==> src/rtl/mem_port_arbiter.sv <==
// Shares one memory-controller request interface between the instruction-fetch and data ports.
// Optional round-robin tie-break is enabled by defining MEM_ARB_ROUND_ROBIN_EN.
module mem_port_arbiter #(
    parameter int ADDR_W         = 29,
    parameter int DATA_W         = 32,
    parameter int TIMEOUT_CYCLES = 1024
) (
    input  logic              CLK,
    input  logic              RST,
    input  logic              I_REQ,
    input  logic [ADDR_W-1:0] I_ADDR,
    output logic              I_GNT,
    output logic              I_RVALID,
    output logic [DATA_W-1:0] I_RDATA,
    output logic              I_ERR,
    input  logic              D_REQ,
    input  logic              D_WE,
    input  logic [ADDR_W-1:0] D_ADDR,
    input  logic [DATA_W-1:0] D_WDATA,
    output logic              D_GNT,
    output logic              D_RVALID,
    output logic              D_WDONE,
    output logic [DATA_W-1:0] D_RDATA,
    output logic              D_ERR,
    output logic [ADDR_W-1:0] M_ADDR,
    output logic [DATA_W-1:0] M_WDATA,
    output logic              M_READ_REQ,
    output logic              M_WRITE_REQ,
    input  logic              M_READ_READY,
    input  logic              M_WRITE_READY,
    input  logic              M_RVALID,
    input  logic [DATA_W-1:0] M_RDATA,
    output logic              BUSY
);

    typedef enum logic [2:0] {
        IDLE     = 3'd0,
        ISSUE_RD = 3'd1,
        ISSUE_WR = 3'd2,
        WAIT_RD  = 3'd3,
        RESP     = 3'd4
    } state_t;

    localparam int              CNT_W    = $clog2(TIMEOUT_CYCLES);
    localparam logic [CNT_W-1:0] CNT_LAST = CNT_W'(TIMEOUT_CYCLES - 1);

    state_t           state_r;
    logic             owner_d_r;
    logic             drop_r;
    logic [CNT_W-1:0] cnt_r;
    logic             grant_d_s;
    logic             timeout_s;
    logic             rd_ok_s;
    logic             rd_to_s;

`ifdef MEM_ARB_ROUND_ROBIN_EN
    logic last_owner_d_r;

    // Track the most recent grant so ties alternate between ports
    always_ff @(posedge CLK or posedge RST) begin
        if (RST) begin
            last_owner_d_r <= 1'b1;
        end else if (state_r == IDLE && (I_REQ || D_REQ)) begin
            last_owner_d_r <= grant_d_s;
        end else begin
            last_owner_d_r <= last_owner_d_r;
        end
    end
`endif

    // Winner selection and read completion / timeout decode
    always_comb begin
        grant_d_s = 1'b0;
        if (D_REQ && I_REQ) begin
`ifdef MEM_ARB_ROUND_ROBIN_EN
            grant_d_s = ~last_owner_d_r;
`else
            grant_d_s = 1'b1;
`endif
        end else begin
            grant_d_s = D_REQ;
        end
        timeout_s = (cnt_r == CNT_LAST);
        rd_ok_s   = (state_r == WAIT_RD) && M_RVALID && !drop_r;
        // A read acceptance or genuine data in the last cycle beats the timeout
        rd_to_s   = timeout_s && !rd_ok_s &&
                    (((state_r == ISSUE_RD) && !M_READ_READY) || (state_r == WAIT_RD));
    end

    // Transaction sequencer with registered port and controller outputs
    always_ff @(posedge CLK or posedge RST) begin
        if (RST) begin
            state_r     <= IDLE;
            owner_d_r   <= 1'b1;
            drop_r      <= 1'b0;
            cnt_r       <= '0;
            I_GNT       <= 1'b0;
            I_RVALID    <= 1'b0;
            I_RDATA     <= '0;
            I_ERR       <= 1'b0;
            D_GNT       <= 1'b0;
            D_RVALID    <= 1'b0;
            D_WDONE     <= 1'b0;
            D_RDATA     <= '0;
            D_ERR       <= 1'b0;
            M_ADDR      <= '0;
            M_WDATA     <= '0;
            M_READ_REQ  <= 1'b0;
            M_WRITE_REQ <= 1'b0;
            BUSY        <= 1'b0;
        end else begin
            I_GNT    <= 1'b0;
            D_GNT    <= 1'b0;
            I_RVALID <= 1'b0;
            D_RVALID <= 1'b0;
            D_WDONE  <= 1'b0;
            I_ERR    <= 1'b0;
            D_ERR    <= 1'b0;
            // Late data from a timed-out read is swallowed wherever it shows up
            if (drop_r && M_RVALID) begin
                drop_r <= 1'b0;
            end
            case (state_r)
                IDLE: begin
                    if (I_REQ || D_REQ) begin
                        owner_d_r <= grant_d_s;
                        cnt_r     <= '0;
                        BUSY      <= 1'b1;
                        if (grant_d_s) begin
                            M_ADDR  <= D_ADDR;
                            M_WDATA <= D_WDATA;
                            D_GNT   <= 1'b1;
                            if (D_WE) begin
                                state_r     <= ISSUE_WR;
                                M_WRITE_REQ <= 1'b1;
                            end else begin
                                state_r    <= ISSUE_RD;
                                M_READ_REQ <= 1'b1;
                            end
                        end else begin
                            M_ADDR     <= I_ADDR;
                            I_GNT      <= 1'b1;
                            state_r    <= ISSUE_RD;
                            M_READ_REQ <= 1'b1;
                        end
                    end
                end
                ISSUE_RD: begin
                    cnt_r <= cnt_r + CNT_W'(1);
                    if (M_READ_READY) begin
                        state_r    <= WAIT_RD;
                        M_READ_REQ <= 1'b0;
                    end else if (timeout_s) begin
                        state_r    <= RESP;
                        M_READ_REQ <= 1'b0;
                    end
                end
                ISSUE_WR: begin
                    cnt_r <= cnt_r + CNT_W'(1);
                    if (M_WRITE_READY || timeout_s) begin
                        state_r     <= RESP;
                        M_WRITE_REQ <= 1'b0;
                        D_WDONE     <= 1'b1;
                        D_ERR       <= ~M_WRITE_READY;
                    end
                end
                WAIT_RD: begin
                    cnt_r <= cnt_r + CNT_W'(1);
                    if (rd_ok_s || rd_to_s) begin
                        state_r <= RESP;
                    end
                    if (rd_to_s) begin
                        drop_r <= 1'b1;
                    end
                end
                RESP: begin
                    state_r <= IDLE;
                    BUSY    <= 1'b0;
                end
                default: begin
                    state_r     <= IDLE;
                    BUSY        <= 1'b0;
                    M_READ_REQ  <= 1'b0;
                    M_WRITE_REQ <= 1'b0;
                end
            endcase
            if (rd_ok_s || rd_to_s) begin
                if (owner_d_r) begin
                    D_RVALID <= 1'b1;
                    D_RDATA  <= rd_ok_s ? M_RDATA : '0;
                    D_ERR    <= rd_to_s;
                end else begin
                    I_RVALID <= 1'b1;
                    I_RDATA  <= rd_ok_s ? M_RDATA : '0;
                    I_ERR    <= rd_to_s;
                end
            end
        end
    end

endmodule

==> config.mk <==
export PLATFORM = sky130hd
export DESIGN_NAME = mem_port_arbiter
export DESIGN_NICKNAME = d
export VERILOG_FILES = /design/src/rtl/mem_port_arbiter.sv
export SDC_FILE = /design/constraint.sdc
export NUM_CORES = 1
export LEC_CHECK = 0
export ABC_AREA = 1
export ABC_CLOCK_PERIOD_IN_PS = 13640
export BUFFER_PORTS_ARGS = -buffer_cell sky130_fd_sc_hd__buf_2
export CORE_UTILIZATION = 52
export CTS_CLUSTER_SIZE = 10
export DETAILED_ROUTE_END_ITERATION = 8
export GPL_ROUTABILITY_DRIVEN = 0
export PLACE_DENSITY = 0.86
export SLEW_MARGIN = 5
export SYNTH_ARGS = -nofsm -noshare
export SYNTH_HDL_FRONTEND = slang
export SYNTH_SLANG_ARGS = --single-unit
==> constraint.sdc <==
create_clock -name CLK -period 13.64 [get_ports CLK]
set_input_delay 2.728 -clock CLK [delete_from_list [all_inputs] [get_ports CLK]]
set_output_delay 2.728 -clock CLK [all_outputs]
set_load 0.02 [all_outputs]
# Yosys cells after proc, flatten, opt, wreduce, memory -nomap -nowiden
# Index checks and enable logic that the tools add are counted.
[classes]
n_eq_ne = 12
mux = 47
add_sub_neg = 1
n_reduce_logical = 28
bitwise = 5
[op_table]
columns = ["op", "n"]
rows = [
  ["$mux 1", 32],
  ["$mux 32", 1],
  ["$mux 29", 1],
  ["$pmux 10 s2", 1],
  ["$mux 3", 6],
  ["$pmux 3 s4", 1],
  ["$add 10x1->10 const B", 1],
  ["$eq 10x10->1 const B", 1],
  ["$mux 10", 1],
  ["$reduce_and 2->1", 5],
  ["$reduce_or 3->1", 3],
  ["$ne 2x2->1 const B", 4],
  ["$reduce_and 4->1", 2],
  ["$logic_and 1x1->1", 7],
  ["$eq 3x2->1 const B", 2],
  ["$ne 3x3->1 const B", 2],
  ["$pmux 1 s3", 2],
  ["$not 1->1", 5],
  ["$reduce_and 5->1", 1],
  ["$logic_or 1x1->1", 4],
  ["$eq 3x1->1 const B", 1],
  ["$eq 3x3->1 const B", 1],
  ["$logic_not 1->1", 3],
  ["$logic_not 3->1", 1],
  ["5 further kinds", 5],
]
[totals]
ff_bits = 150
output_inout_bits = 135
word_cells = 111

# Depth between registers and ports, before layout
# Gate-level depths: netlist of run 1.
[depth]
ltp_word = 9
mapped_depth = 10
mapped_depth_nobuf = 10

# Least setup slack after synthesis of run 1
# Ideal clock, no wire load.
[synth_timing]
path_type = "input -> register"
startpoint = "input port D_REQ"
endpoint = "register M_ADDR[0]"
t_required_ps = 13545
t_arrival_ps = 3459
path_slack_ps = 10086
path_buffers = 2
stages = 5
cell_sequence = "inv_1 > buf_2 > buf_2 > nor2_1 > o31ai_1"
[synth_via]
elab_chain_len = 3
elab_cells_between_ends = 5
[synth_lines]
columns = ["item", "line_no", "source"]
rows = [
  ["start: declaration", "16", "input logic D_REQ,"],
  ["$logic_and 1x1->1", "74", "if (D_REQ && I_REQ) begin"],
  ["$mux 1", "74", ""],
  ["$mux 29", "129", "if (grant_d_s) begin"],
  ["end signal: assignment", "106", "M_ADDR <= '0;"],
  ["end signal: assignment", "130", "M_ADDR <= D_ADDR;"],
  ["end signal: assignment", "141", "M_ADDR <= I_ADDR;"],
  ["end: declaration", "25", "output logic [ADDR_W-1:0] M_ADDR,"],
]
# Several ways; a longest one is shown, not always the timed one.
# A chain may end at the register's enable or synchronous reset.

# Worst setup path in the final report of run 1
[layout_timing]
startpoint = "input port D_REQ"
endpoint = "register cnt_r[8]"
[layout_via]
elab_chain_len = 3
[layout_lines]
columns = ["item", "line_no", "source"]
rows = [
  ["$logic_or 1x1->1", "125", "if (I_REQ || D_REQ) begin"],
  ["$ne 2x2->1 (no line)", "--", ""],
  ["$reduce_and 2->1 (no line)", "--", ""],
  ["end signal: assignment", "149", "cnt_r <= cnt_r + CNT_W'(1);"],
  ["end signal: assignment", "159", "cnt_r <= cnt_r + CNT_W'(1);"],
  ["end signal: assignment", "168", "cnt_r <= cnt_r + CNT_W'(1);"],
  ["end: declaration", "50", "logic [CNT_W-1:0] cnt_r;"],
]
# No other way between the ends.

==> results.py, run 1 <==
metrics = {
    "floorplanning": {
        "die_w_um": 113.4,
        "num_rows": 40,
        "pin_count": 265,
        "die_h_um": 113.4,
        "dieArea_sq_um": 12850,
        "start_util_pct": 53.45,
        "core_area_sq_um": 12060,
    },
    "routing": {
        "ant_nets": 0,
        "wl_per_cell_um": 13.87,
        "first_pass_iters": 5,
        "wirelength_um": 16410,
        "vias": 5850,
        "drc": 0,
        "viasPerCell": 4.945,
        "drt_iter0_markers": 484,
    },
    "worst_hold_path": {
        "hp-start": "M_WDATA[31]",
        "whs_path_depth": 2,
        "hold_class": "flip-flop to flip-flop",
        "hold_end": "M_WDATA[31]",
    },
    "global_route": {
        "use_met3_pct": 6.802,
        "use_met1_pct": 33.42,
        "grt_pass1_wl_um": 26700,
        "grt_pass1_vias": 5521,
        "grt_antenna_before_repair": 0,
        "grt.met2_usage_pct": 45.52,
        "grt_max_degree": 82,
        "grt.overflow.total": 0,
        "track_usage_pct": 26.99,
        "busiest_layer": "met2",
    },
    "setup_path": {
        "worstPathRequired_ns": 13.95,
        "critPathMaxFanout": 66,
        "path_class": "input port to flip-flop",
        "cp-end-kind": "flip-flop",
        "r2r_slack_ns": 11.12,
        "cp_top_family": "buffers and inverters",
        "r2r-end": "I_RDATA[16]",
        "reg2regPathDepth": 4,
        "cp_slowest_cell": "nand2_2",
        "critPathLaunchType": "input port",
        "arrival_ns": 4.63,
        "slowest_delay_ns": 0.63,
        "cp_cell_sequence": "buf_2 -> inv_1 -> nand2_1 -> nand2_2 -> inv_1 -> o21ai_0 -> o21ai_0 -> inv_1",
        "crit_top_cell": "inv_1",
        "cp.buffers_inverters": 4,
        "regToRegStartpoint": "owner_d_r",
    },
    "cts": {
        "cts.sinks": 150,
        "clk_path_buf_depth": 2,
        "cts_setup_buffers": 0,
        "numCtsBuffers": 17,
        "cts_tree": "done",
        "clk_latency_ns": 0.42,
        "ctsResizeCount": 0,
        "clk_pin_slew_worst_paths_ns": 0.06,
        "htreeDepth": 4,
        "holdBufCountCts": 0,
        "ctsRootBufferMaster": "clkbuf_16",
    },
    "sta": {
        "slew_violations": 0,
        "hold_viol_final": 0,
        "fmax_mhz": 231.6,
        "fin_skew_ns": 0.006673,
        "setup_viol": 0,
        "period_minus_slack_ns": 4.317,
        "rsz0062_at_grt": "no",
        "fin_tns_setup_ns": 0,
        "slew_headroom_pct": 24.56,
        "worst_pin_slew_ns": 1.128,
        "period_share_pct": 31.65,
    },
    "place": {
        "port_buffers": 264,
        "hpwl_um": 11120,
    },
    "yosys": {
        "synth_compound_gate_area_share_pct": 8.422,
        "synth_mux_area_share_pct": 0,
        "ys_seq_elements": 150,
        "synth_top_family_by_area": "simple AND/OR/NAND/NOR gates",
        "synthXorXnorAreaFrac_pct": 0,
        "synth_cell_type_count": 31,
        "synthAdderAreaFrac_pct": 0.1941,
        "synth-simple-area-share_pct": 26.74,
        "syn_area_per_cell_sq_um": 8.574,
        "syn-cell-area_sq_um": 6447,
        "syn_inst": 752,
        "yosys_warnings": 0,
        "synth_edf_count": 0,
        "async_flop_share_pct": 100.0,
        "synth_nets": 883,
        "ys_seq_area_share_pct": 58.24,
        "synthFlopType": "dfrtp_1",
    },
    "power_and_ir_drop": {
        "ir_drop_mv": 0.1507,
        "finalPower_mw": 1.999,
        "leakagePower_nw": 4.773,
        "p_per_area_nw_per_um2": 239.3,
    },
    "finish": {
        "layout_common_cells": "nand2_1 (305), buf_2 (264), dfrtp_1 (149)",
        "drive_gt1_share_pct": 32.32,
        "area_growth_pct": 29.54,
        "final_common_cell": "nand2_1",
        "diodes": 0,
        "nNetsFinal": 1133,
    },
    "outcome": {
        "status": "finished clean",
    },
    "run": {
        "max-cap-violations": 0,
    },
}
## synthesized netlist by cell type (4+ instances only)
cell | instances | area share [%]
inv_2 | 4 | 0.23
o31ai_1 | 29 | 3.4
dfrtp_1 | 149 | 58
inv_1 | 45 | 2.6
buf_2 | 14 | 1.1
o21ai_2 | 11 | 1.5
o21ai_0 | 18 | 1.4
o21ai_1 | 16 | 1.2
a21oi_1 | 6 | 0.47
nand2_1 | 306 | 18
nand3_1 | 16 | 1.2
nor2_1 | 88 | 5.1
buf_6 | 9 | 1.6
nor3_1 | 5 | 0.39
clkbuf_1 | 12 | 0.70
## per-layer routing
metal  up-vias  wire, um
met5         -         0
met4         0       343
met3        28      1178
met2       255      8074
met1      2714      6815
li1       2853         -
## power breakdown
part           switching [mW]  total [mW]  leakage (nW)  internal, mW
clock                   0.185       0.453         0.262         0.269
combinational           0.544       0.792          2.59         0.248
sequential              0.119       0.754          1.92         0.634
## kinds of logic (layout without fill, tap and decap cells)
family                   Yosys count  after routing
AO/OA/AOI/OAI                     84             84
adder cells (fa/ha/maj)            1              1
buffers and inverters             86            349
flip-flops                       150            150
AND/OR/NAND/NOR                  431            431
## state kept, by name, summed over array words and instances (netlist names), 3 cells and up
register / count
M_WDATA: 32
state_r: 3
M_ADDR: 29
I_RDATA: 32
cnt_r: 10
D_RDATA: 32
## worst max path at each step
stage,startpoint,end,cells after the start
4_1_cts,D_REQ,M_ADDR[5],5
5_1_grt,D_REQ,cnt_r[8],8
3_5_place_dp,D_REQ,cnt_r[8],8
6_report,D_REQ,cnt_r[8],8
2_1_floorplan,RST,BUSY,1
3_3_place_gp,D_REQ,cnt_r[5],7
## stage by stage
| stage | cell area (sq um) | worst slack [ns] | std cells | hold slack (ns) | util (%) |
|---|---|---|---|---|---|
| final | 8352 | 9.323 | 1183 | 0.4651 | 69.24 |
| after global routing | 8352 | 9.042 | 1183 | 0.4829 | 69.24 |
| after CTS | 8352 | 9.347 | 1183 | 0.4678 | 69.24 |
| after detailed placement | 7785 | 8.917 | 1151 | 0.4528 | 64.54 |
| after global placement | 7785 | 8.985 | 1151 | 0.4475 | 64.54 |
| after floorplan | 6447 | 6.877 | 752 | 0.4842 | - |
## tightest hold or removal path, stage by stage, from the launching register on
cell and delay (ns):
dfrtp_1 0.34, nand2_1 0.05, nand2_1 0.04
## area by class of cell
type | count | area (sq um)
sequential | 150 | 3755
clock inverter | 12 | 130.1
multi-input combinational | 516 | 2282
tap | 168 | 210.2
timing repair buffer | 267 | 1344
inverter | 50 | 193.9
clock buffer | 20 | 436.7
fill | 956 | 3710
No activity file was read; power rests on OpenSTA's default activity.
==> inputs of run 2 (changes only) <==
ABC_CLOCK_PERIOD_IN_PS = 4059   (was 13640)
CORE_UTILIZATION = 48   (was 52)
PLACE_DENSITY = 0.81   (was 0.86)
clock period = 4.06 ns   (was 13.64 ns; I/O delays follow)
==> results.py, run 2 (synthesis gave the netlist of run 1 again) <==
metrics = {
    "outcome": {
        "status": "finished clean",
    },
    "cts": {
        "cts_tree": "done",
        "holdBufCountCts": 0,
        "clk_pin_slew_worst_paths_ns": 0.05,
        "cts.sinks": 150,
        "ctsResizeCount": 0,
        "htreeDepth": 4,
        "cts_setup_buffers": 0,
        "ctsRootBufferMaster": "clkbuf_16",
        "clk_path_buf_depth": 2,
        "clk_latency_ns": 0.42,
        "numCtsBuffers": 17,
    },
    "finish": {
        "layout_common_cells": "nand2_1 (305), buf_2 (264), dfrtp_1 (149)",
        "design_area_sq_um": 8441,
        "area_growth_pct": 30.91,
        "drive_gt1_share_pct": 32.38,
        "final_common_cell": "nand2_1",
        "final_cells": 1188,
        "diodes": 0,
        "num-fill-cells": 1099,
        "multi_input_area_sq_um": 2282,
        "reg_top3": "D_RDATA: 32 flops, I_RDATA: 32 flops, M_WDATA: 32 flops",
        "seqCellArea_sq_um": 3755,
        "nNetsFinal": 1135,
    },
    "setup_path": {
        "reg2regPathDepth": 4,
        "regToRegStartpoint": "owner_d_r",
        "r2r-end": "I_RDATA[11]",
        "arrival_ns": 2.78,
        "r2r_slack_ns": 1.61,
        "cp_slowest_cell": "dfstp_2",
        "critPathMaxFanout": 42,
        "slowest_delay_ns": 0.90,
        "cp-end-kind": "flip-flop",
        "critPathLaunchType": "flip-flop",
        "worstPathRequired_ns": 4.39,
        "cp_top_family": "flip-flops",
        "cp_cell_sequence": "inv_1 -> nand2_4 -> nand2_1 -> o21ai_2",
        "cp.buffers_inverters": 1,
        "path_class": "flip-flop to flip-flop",
    },
    "floorplanning": {
        "num_rows": 41,
        "die_w_um": 117.9,
        "start_util_pct": 50.07,
        "pin_count": 265,
        "die_h_um": 117.9,
        "core_area_sq_um": 12880,
        "dieArea_sq_um": 13900,
    },
    "routing": {
        "met2WireLength_um": 8024,
        "drc": 0,
        "ant_nets": 0,
        "drt_iter0_markers": 535,
        "vias": 5883,
        "viasPerCell": 4.952,
        "wl_met1_um": 6976,
        "wl_per_cell_um": 13.82,
        "routed.top_layer": "met4",
        "wirelength_um": 16420,
        "first_pass_iters": 5,
        "met3_length_um": 1063,
    },
    "worst_hold_path": {
        "whs_path_depth": 2,
        "hold_class": "flip-flop to flip-flop",
        "hp-start": "D_RDATA[10]",
        "hold_end": "D_RDATA[10]",
    },
    "place": {
        "dp_cells": 1157,
        "hpwl_um": 11540,
        "port_buffers": 264,
        "placed_area_sq_um": 7816,
    },
    "sta": {
        "slew_headroom_pct": 30.57,
        "period_minus_slack_ns": 2.455,
        "setup_viol": 0,
        "period_share_pct": 60.46,
        "fmax_mhz": 407.4,
        "fin_skew_ns": 0.01039,
        "hold_viol_final": 0,
        "worst_pin_slew_ns": 1.040,
        "slew_violations": 0,
        "fin_tns_setup_ns": 0,
        "rsz0062_at_grt": "no",
    },
    "global_route": {
        "grt_max_degree": 151,
        "track_usage_pct": 25.05,
        "grt.overflow.total": 0,
        "grt_pass1_wl_um": 27290,
        "grt_antenna_before_repair": 0,
        "grt_pass1_vias": 5542,
    },
    "power_and_ir_drop": {
        "leakagePower_nw": 4.823,
        "ir_drop_mv": 0.3917,
        "p_per_area_nw_per_um2": 811.0,
    },
    "run": {
        "max-cap-violations": 0,
    },
}
[run 2: power by group]
| group | switching, mW | leakage (nW) | internal, mW |
|---|---|---|---|
| Sequential | 0.406 | 1.92 | 2.13 |
| Combinational | 1.82 | 2.60 | 0.837 |
| Clock | 0.580 | 0.303 | 1.07 |
| Total | 2.80 | 4.82 | 4.04 |
[run 2: through the flow]
step | hold WS [ns] | setup WS, ns | util, % | power [mW]
6_report | 0.4636 | 1.605 | 65.55 | 6.845
5_1_grt | 0.4886 | 1.321 | 65.55 | 7.294
4_1_cts | 0.4681 | 1.584 | 65.55 | 6.896
3_5_place_dp | 0.4530 | 1.454 | 60.70 | 5.220
3_3_place_gp | 0.4494 | 1.520 | 60.70 | 5.144
2_1_floorplan | 0.4842 | 1.360 | - | 4.276
[run 2: worst reg2reg max path: stages (launching register included)]
cell and delay, ns:
dfstp_2 0.90, inv_1 0.64, nand2_4 0.61, nand2_1 0.14, o21ai_2 0.08
[run 2: cell type report]
cell class	instances	area share (%)
flip-flops and latches	150	44.49
multi-input cells	516	27.04
repair buffers	269	16.25
clock buffers	23	5.663
well taps	172	2.550
inverters	50	2.283
clock inverters	8	1.734
[run 2: how the worst max path moves through the flow]
stage | startpoint | to | depth (start not counted)
2_1_floorplan | RST | BUSY | 1
3_3_place_gp | D_REQ | M_ADDR[16] | 8
3_5_place_dp | D_REQ | M_ADDR[15] | 8
4_1_cts | owner_d_r | I_RDATA[11] | 4
5_1_grt | owner_d_r | I_RDATA[4] | 4
6_report | owner_d_r | I_RDATA[11] | 4
[run 2: metal layers]
metal | up-vias | GRT usage, %
li1 | 2867 | -
met1 | 2722 | 31.48
met2 | 267 | 41.54
met3 | 27 | 5.523
met4 | 0 | 10.82
met5 | - | 0
==> inputs of run 3 (changes only) <==
ABC_AREA = 0   (was 1)
ABC_CLOCK_PERIOD_IN_PS = 2000   (was 4059)
CORE_UTILIZATION = 44   (was 48)
PLACE_DENSITY = 0.78   (was 0.81)
clock period = 2 ns   (was 4.06 ns; I/O delays follow)
==> results.py, run 3 <==
metrics = {
    "outcome": {
        "status": "finished clean",
    },
    "setup_path": {
        "worstPathRequired_ns": 2.30,
        "critPathMaxFanout": 11,
        "path_class": "flip-flop to flip-flop",
        "slowest_delay_ns": 0.37,
        "critPathLaunchType": "flip-flop",
        "cp_cell_sequence": "ha_1 -> and4_1 -> nand4_1 -> buf_4 -> a221o_1 -> a211o_1",
        "r2r_slack_ns": 0.15,
        "cp_slowest_cell": "dfrtp_1",
        "crit_start": "cnt_r[0]",
        "cp-end-kind": "flip-flop",
        "r2r-end": "M_READ_REQ",
        "reg2regPathDepth": 6,
        "arrival_ns": 2.15,
        "regToRegStartpoint": "cnt_r[0]",
    },
    "global_route": {
        "track_usage_pct": 21.34,
        "grt_pass1_vias": 4867,
        "grt_antenna_before_repair": 1,
        "grt.overflow.total": 0,
        "grt_max_degree": 106,
        "grt_pass1_wl_um": 25050,
    },
    "run": {
        "max-cap-violations": 0,
    },
    "routing": {
        "wl_per_cell_um": 16.00,
        "viasPerCell": 5.239,
        "drt_iter0_markers": 331,
        "wirelength_um": 16600,
        "ant_nets": 0,
        "vias": 5438,
        "drc": 0,
        "first_pass_iters": 4,
    },
    "place": {
        "placed_area_sq_um": 8142,
        "port_buffers": 264,
        "dp_cells": 1005,
        "hpwl_um": 11790,
    },
    "floorplanning": {
        "core_area_sq_um": 14530,
        "num_rows": 44,
        "die_h_um": 124.2,
        "die_w_um": 124.2,
        "pin_count": 265,
        "dieArea_sq_um": 15420,
        "start_util_pct": 45.20,
    },
    "yosys": {
        "synth_nets": 710,
        "yosys_warnings": 0,
        "synthFlopType": "dfrtp_1",
        "ys_seq_elements": 150,
        "async_flop_share_pct": 100.0,
        "ys_seq_area_share_pct": 57.15,
        "synth.area.top_cells": "dfrtp_1 (57%), mux2_2 (5.8%), a221o_1 (5.0%), o21ai_0 (5.0%), mux2i_1 (4.6%)",
        "synth_top_cell_area_share_pct": 56.75,
        "synth_most_common_cell": "dfrtp_1",
        "syn-cell-area_sq_um": 6570,
        "syn_inst": 579,
        "post-synth-top-area-cell": "dfrtp_1",
        "synth_edf_count": 0,
        "yosys-top-cells-count": "dfrtp_1 (149), o21ai_0 (65), nand2_1 (39), inv_1 (38)",
        "synth_cell_type_count": 52,
        "syn_area_per_cell_sq_um": 11.35,
    },
    "cts": {
        "clk_path_buf_depth": 2,
        "htreeDepth": 4,
        "numCtsBuffers": 17,
        "cts_tree": "done",
        "clk_pin_slew_worst_paths_ns": 0.07,
        "cts.sinks": 150,
        "ctsResizeCount": 0,
        "holdBufCountCts": 0,
        "cts_setup_buffers": 0,
        "clk_latency_ns": 0.42,
        "ctsRootBufferMaster": "clkbuf_16",
    },
    "finish": {
        "layout_common_cells": "buf_2 (264), dfrtp_1 (149), o21ai_0 (64)",
        "final_cells": 1038,
        "area_growth_pct": 32.95,
        "reg_top3": "D_RDATA: 32 flops, I_RDATA: 32 flops, M_WDATA: 32 flops",
        "design_area_sq_um": 8735,
        "nNetsFinal": 971,
        "num-fill-cells": 1236,
        "final_common_cell": "buf_2",
        "drive_gt1_share_pct": 42.09,
    },
    "worst_hold_path": {
        "hold_class": "input port to asynchronous set/reset pin",
    },
    "power_and_ir_drop": {
        "ir_drop_mv": 0.6311,
        "leakagePower_nw": 4.240,
        "p_per_area_nw_per_um2": 1578,
    },
    "sta": {
        "slew_headroom_pct": 58.07,
        "slew_violations": 0,
        "fin_skew_ns": 0.009529,
        "hold_viol_final": 0,
        "rsz0062_at_grt": "no",
        "setup_viol": 0,
        "worst_pin_slew_ns": 0.6289,
        "period_share_pct": 92.34,
        "fmax_mhz": 541.5,
        "period_minus_slack_ns": 1.847,
    },
}
run 3: through the flow:
step                power, mW  hold WS [ns]  setup TNS [ns]  worst slack (ns)  util (%)
floorplan               8.736        0.4452          -42.93           -0.2882         -
global placement        10.49        0.4585               0            0.1789     56.02
detailed placement      10.69        0.4656               0            0.1568     56.02
CTS                     13.90        0.1749               0            0.1447     60.08
global route            14.69        0.1932               0           0.02299     60.10
finish                  13.78        0.1413               0            0.1532     60.10
run 3: critical path: cells and delay by family (launching register included):
family                     cells  cell delay [ns]
AOI/OAI and AO/OA              2             0.60
and+or+nand+nor                2             0.32
DFF                            1             0.37
buffers and inverters          1             0.20
adders and majority gates      1             0.24
run 3: worst max-delay path by stage:
| stage | slack (ns) | endpoint | cells after the start |
|---|---|---|---|
| final | 0.15 | M_READ_REQ | 6 |
| after global routing | 0.02 | M_READ_REQ | 6 |
| after detailed placement | 0.16 | M_READ_REQ | 6 |
| after floorplan | -0.29 | BUSY | 1 |
| after CTS | 0.14 | M_READ_REQ | 6 |
| after global placement | 0.18 | M_READ_REQ | 6 |
run 3: cells by family (layout without fill, tap and decap cells):
group	Yosys count	count (layout)	synth area share, %
xor gates and xnor gates	5	5	0.6665
DFF	150	150	57.15
buffers and inverters	79	353	5.504
adders and majority gates	1	1	0.1904
other	0	1	0
AOI/OAI and AO/OA	151	151	15.94
and+or+nand+nor	129	129	10.15
muxes	64	64	10.40
run 3: metal layers:
| layer | track usage (%) | wire, um | up-vias | share of wire (%) |
|---|---|---|---|---|
| met5 | 0 | 0 | - | 0 |
| met4 | 8.185 | 279 | 0 | 1.7 |
| met3 | 6.639 | 1389 | 20 | 8.4 |
| met2 | 33.29 | 7978 | 232 | 48 |
| met1 | 27.72 | 6957 | 2602 | 42 |
| li1 | - | - | 2584 | - |
run 3: layout make-up:
cell class	count	area (sq um)	area share [%]
flip-flops and latches	150	3755	42.99
multi-input cells	350	2471	28.29
repair buffers	283	1539	17.62
clock buffers	18	439.2	5.028
well taps	184	230.2	2.636
clock inverters	14	151.4	1.733
inverters	38	146.4	1.676
diodes	1	2.502	0.02865
run 3: power by group:
part | switching, mW | internal (mW)
Combinational | 3.39 | 2.34
Clock | 1.29 | 1.88
Sequential | 0.713 | 4.17
